<file path="config.mk">
export PLATFORM = sky130hd
export DESIGN_NAME = ps_tx_scheduler
export DESIGN_NICKNAME = d
export VERILOG_FILES = /design/src/rtl/ps_tx_scheduler_pkg.sv /design/src/rtl/ps_tx_scheduler_rr_arbiter4.sv /design/src/rtl/ps_tx_scheduler.sv
export SDC_FILE = /design/constraint.sdc
export NUM_CORES = 1
export LEC_CHECK = 0
export BUFFER_PORTS_ARGS = -buffer_cell sky130_fd_sc_hd__buf_4
export CAP_MARGIN = 10
export CORE_MARGIN = 5
export CORE_UTILIZATION = 55
export DETAILED_ROUTE_END_ITERATION = 6
export GPL_ROUTABILITY_DRIVEN = 0
export GPL_TIMING_DRIVEN = 0
export PLACE_DENSITY = 0.88
export SLEW_MARGIN = 20
export SYNTH_ARGS = -nofsm -noshare
export SYNTH_HDL_FRONTEND = slang
export SYNTH_SLANG_ARGS = --single-unit
</file>
<file path="constraint.sdc">
create_clock -name clk_4f -period 3.6 [get_ports clk_4f]
set_input_delay 0.18 -clock clk_4f [delete_from_list [all_inputs] [get_ports clk_4f]]
set_output_delay 0.18 -clock clk_4f [all_outputs]
set_load 0.01 [all_outputs]
</file>
<file path="src/rtl/ps_tx_scheduler_pkg.sv">
// ps_tx_scheduler_pkg: shared link-state encoding, ordered-set byte constants and helpers
package ps_tx_scheduler_pkg;
  typedef enum logic [1:0] {IDLE = 2'd0, TRAIN = 2'd1, ACTIVE = 2'd2} state_t;
  localparam logic [7:0] COM = 8'hBC;
  localparam logic [7:0] SKP = 8'h1C;
  function automatic logic [1:0] oh2idx(input logic [3:0] oh);
    return {oh[3] | oh[2], oh[3] | oh[1]};
  endfunction
endpackage

</file>
<file path="src/rtl/ps_tx_scheduler_rr_arbiter4.sv">
// rr_arbiter4: 4-way one-hot grant, lowest-index-first search starting at ptr
module rr_arbiter4 (
  input  logic [3:0] req,
  input  logic [1:0] ptr,
  output logic [3:0] grant
);
  logic [7:0] dbl, back;
  logic [3:0] rot, pick;
  assign dbl   = {req, req} >> ptr;
  assign rot   = dbl[3:0];
  assign pick  = rot & (~rot + 4'd1);
  assign back  = {pick, pick} << ptr;
  assign grant = back[7:4];
endmodule

</file>
<file path="src/rtl/ps_tx_scheduler.sv">
// ps_tx_scheduler: link FSM sending COM training, round-robin burst arbitration and periodic SKP insertion
module ps_tx_scheduler
  import ps_tx_scheduler_pkg::*;
#(
  parameter int COM_COUNT    = 4,
  parameter int MAX_BURST    = 8,
  parameter int SKP_INTERVAL = 64
) (
  input  logic        clk_4f,
  input  logic        reset,
  input  logic        enable,
  input  logic [3:0]  req,
  input  logic [31:0] data_in,
  output logic [3:0]  ack,
  output logic [7:0]  data_out,
  output logic        valid_out,
  output logic [1:0]  state_out
);
  state_t      state, state_nx;
  logic [7:0]  train_cnt, burst_cnt;
  logic [15:0] skp_cnt;
  logic [1:0]  last_winner, ptr, win;
  logic [3:0]  grant;
  logic        active, skp_due, others, keep, granted;
  assign active  = state == ACTIVE && enable;
  assign skp_due = skp_cnt == 16'(SKP_INTERVAL - 1);
  assign others  = |(req & ~(4'b0001 << last_winner));
  // owner keeps the bus unless it has used its burst allowance while someone else waits
  assign keep    = burst_cnt != 8'd0 && req[last_winner] && !(burst_cnt == 8'(MAX_BURST) && others);
  assign ptr     = keep ? last_winner : last_winner + 2'd1;
  rr_arbiter4 u_arb (.req(req), .ptr(ptr), .grant(grant));
  assign win       = oh2idx(grant);
  assign ack       = (active && !skp_due) ? grant : 4'b0000;
  assign granted   = |ack;
  assign state_out = state;
  always_comb begin
    state_nx = !enable ? IDLE :
               state == IDLE ? TRAIN :
               (state == TRAIN && train_cnt == 8'(COM_COUNT - 1)) ? ACTIVE : state;
  end
  always_ff @(posedge clk_4f or posedge reset) begin
    if (reset) state <= IDLE;
    else       state <= state_nx;
  end
  always_ff @(posedge clk_4f or posedge reset) begin
    if (reset) begin
      train_cnt   <= 8'd0;
      burst_cnt   <= 8'd0;
      skp_cnt     <= 16'd0;
      last_winner <= 2'd3;
      data_out    <= 8'h00;
      valid_out   <= 1'b0;
    end else begin
      train_cnt   <= (state == TRAIN && state_nx == TRAIN) ? train_cnt + 8'd1 : 8'd0;
      skp_cnt     <= (!active || skp_due) ? 16'd0 : skp_cnt + 16'd1;
      // a SKP slot freezes the burst count; a cycle with no grant ends the burst
      burst_cnt   <= granted ? (keep ? burst_cnt + 8'(burst_cnt != 8'(MAX_BURST)) : 8'd1) :
                     (active && skp_due) ? burst_cnt : 8'd0;
      last_winner <= granted ? win : last_winner;
      data_out    <= (enable && state == TRAIN) ? COM :
                     (active && skp_due) ? SKP :
                     granted ? data_in[{win, 3'b000} +: 8] : 8'h00;
      valid_out   <= (enable && state == TRAIN) || (active && (skp_due || |req));
    end
  end
endmodule
</file>
==> impl_metrics.env <==
export IMPL_worstMarginPinSlew_ps=586
export IMPL_synthAdderAreaFrac=0.0404
export IMPL_antenna_found_initial=0
export IMPL_rsz0062_at_grt="false"
export IMPL_area_delta_synth_final_pct=21.3
export IMPL_fmax_mhz=294
export IMPL_synth_area_sq_um=2790
export IMPL_cap_violations=0
export IMPL_ant_nets=0
export IMPL_synth_simple_area_share=0.192
export IMPL_ctsLongestPathBuffers=2
export IMPL_setup_viol=0
export IMPL_synth_edf_count=0
export IMPL_arrival_ps=3600
export IMPL_grt_pass1_vias=2207
export IMPL_drt_initial_drc_count=82
export IMPL_via_per_inst=5.57
export IMPL_synth_ff_type="dfrtp_1"
export IMPL_yosys_cell_types_count=50
export IMPL_routed_wl_um=5840
export IMPL_core_area_sq_um=5010
export IMPL_peakVddDrop_mv=0.178
export IMPL_period_share=0.945
export IMPL_insertion_delay_ps=300
export IMPL_syn_nets=333
export IMPL_cp_end_kind="flip-flop"
export IMPL_initial_utilization=0.556
export IMPL_worstPathMaxFanout=10
export IMPL_grt_max_degree=30
export IMPL_cts_root_buf="clkbuf_8"
export IMPL_startpoint_type="flip-flop"
export IMPL_rows=26
export IMPL_synthXorXnorAreaFrac=0.0660
export IMPL_grtUsageTotal=0.187
export IMPL_finalHoldWorstSlack_ps=163
export IMPL_power_density_nw_per_um2=323
export IMPL_setup_tns_ps=0
export IMPL_cts_tree="built"
export IMPL_grt_remaining_overflow=0
export IMPL_drc_errors=0
export IMPL_hold_path_class="input port to flip-flop"
export IMPL_io_buffers=50
export IMPL_post_route_cells_drive_above_1_share=0.251
export IMPL_status="finished, final reports clean"
export IMPL_ys_warnings_count=0
export IMPL_vias=2317
export IMPL_syn_inst=285
export IMPL_grt_pass1_wl_um=9660
export IMPL_hold_viol_final=0
export IMPL_n_antenna_cell=0
export IMPL_fin_nets=393
export IMPL_power_leakage_uw=0.00154
export IMPL_async_flop_share=1.00
export IMPL_path_clk_slew_ps=80
export IMPL_max_slew_margin=0.608
export IMPL_htreeDepth=2
export IMPL_avgSynthCellArea_sq_um=9.77
export IMPL_synth_compound_area_frac=0.173
export IMPL_die_h_um=81.2
export IMPL_synth_top_family_by_area="simple AND/OR/NAND/NOR gates"
export IMPL_firstDrtPassIters=5
export IMPL_ys_seq_elements=45
export IMPL_die_width_um=81.2
export IMPL_dieArea_sq_um=6590
export IMPL_cp_required_ps=3790
export IMPL_finalClockSkew_ps=2.50
export IMPL_cts_buffers=5
export IMPL_cts_sinks=45
export IMPL_yosysSeqAreaShare=0.405
export IMPL_pin_count=54
export IMPL_dp_hpwl_um=4460
export IMPL_stdcell_area_sq_um=3380
export IMPL_finalMaxSlewViolations=0
export IMPL_period_minus_slack_ps=3400
export IMPL_criticalPathCategory="flip-flop to flip-flop"
export IMPL_placedInstanceArea_sq_um=3270
export IMPL_synthMuxAreaShare=0.0750
export IMPL_wl_per_cell_um=14.0
[worst max-delay path, stage by stage, from the launching register on]
cell      delay, ps
dfstp_2         380
buf_2           160
inv_1           130
ha_1            160
clkinv_1         60
a222oi_1        450
a31oi_1         200
a211oi_4        410
mux2i_2         350
a22o_1          240
buf_6           170
mux4_2          300
a32o_1          280
[final timing paths]
| kind | start | end | slack, ps | cells after the start |
|---|---|---|---|---|
| worst min register to register | train_cnt[0] | train_cnt[0] | 480 | 1 |
| max in group asynchronous | reset | last_winner[0] | 2660 | 4 |
| worst max register to register | last_winner[1] | data_out[5] | 200 | 12 |
| worst max-delay path | last_winner[1] | data_out[5] | 200 | 12 |
| worst min-delay path | enable | state_out[1] | 160 | 2 |
| min in group asynchronous | reset | skp_cnt[10] | 410 | 3 |
[timing repair]
| item | CTS | global route |
|---|---|---|
| gates resized for setup | 0 | 1 |
| setup buffers | 0 | 1 |
| setup endpoints to repair | 0 | 4 |
| hold buffers | 1 | 0 |
| hold endpoints to repair | 16 | 0 |
[synth_stat cells (3+ instances only)]
| library cell | instances | area, sq um |
|---|---|---|
| dfrtp_1 | 43 | 1080 |
| nor2_1 | 38 | 143 |
| inv_1 | 14 | 52.6 |
| nand3_1 | 14 | 70.1 |
| and3_1 | 13 | 81.3 |
| nand2_1 | 13 | 48.8 |
| o21ai_0 | 12 | 60.1 |
| xnor2_1 | 11 | 96.3 |
| xor2_1 | 10 | 87.6 |
| a21oi_1 | 9 | 45.0 |
| ha_1 | 9 | 113 |
| a211oi_1 | 8 | 60.1 |
| a221oi_1 | 8 | 70.1 |
| clkbuf_1 | 7 | 26.3 |
| nor2b_1 | 6 | 37.5 |
| a22o_1 | 5 | 43.8 |
| o31ai_1 | 5 | 37.5 |
| and2_1 | 4 | 25.0 |
| mux2_2 | 4 | 45.0 |
| mux2i_1 | 4 | 40.0 |
| nand4_1 | 4 | 25.0 |
| buf_6 | 3 | 33.8 |
| mux4_1 | 3 | 78.8 |
| nand2b_1 | 3 | 18.8 |
| nor4_1 | 3 | 18.8 |
| or2_2 | 3 | 18.8 |
[kinds of logic (layout without fill, tap and decap cells)]
group	count (synthesis)	in the layout
simple gates	107	107
compound gates	61	61
flops	45	45
buf+inv	29	90
xor+xnor	21	21
mux	13	13
fa+ha+maj	9	9
[through the flow]
step,utilization,cells,setup slack (ps),power [uW]
3_3_place_gp,0.648,405,129,769
3_5_place_dp,0.652,406,88.2,779
2_1_floorplan,-,285,477,706
4_1_cts,0.672,415,75.3,1100
6_report,0.675,416,197,1090
5_1_grt,0.675,416,14.5,1140
[power by group]
| group | switching, uW | internal (uW) | total, uW |
|---|---|---|---|
| clock | 177 | 138 | 315 |
| combinational | 126 | 127 | 253 |
| sequential | 7.23 | 515 | 522 |
[final cells by class]
cell class	instances	area (sq um)
Inverter	17	63.8
Sequential cell	45	1130
Clock buffer	5	68.8
Tap cell	70	87.6
Multi-Input combinational cell	211	1530
Fill cell	401	1630
Clock inverter	3	21.3
Buffer	12	70.1
Timing Repair Buffer	53	413
[routing by layer]
metal	global-route usage	up-vias	share of wire
met4	0.0693	0	0.018
met3	0.0355	10	0.042
met2	0.318	57	0.50
met5	0	-	0
li1	-	1148	-
met1	0.237	1102	0.44
[flip-flops by register name, summed over array words and instances (netlist names)]
register	cells
skp_cnt	16
last_winner	2
state_out	2
data_out	8
burst_cnt	8
train_cnt	8
valid_out	1
[cell usage in the layout (no fill, tap or decap), types with 10 or more instances in the layout]
cell type  instances
buf_4             51
dfrtp_1           43
xnor2_1           11
xor2_1            10
o21ai_0           12
and3_1            13
nor2_1            38
nand2_1           13
inv_1             13
nand3_1           14
Power figures use the tool's default switching activity.
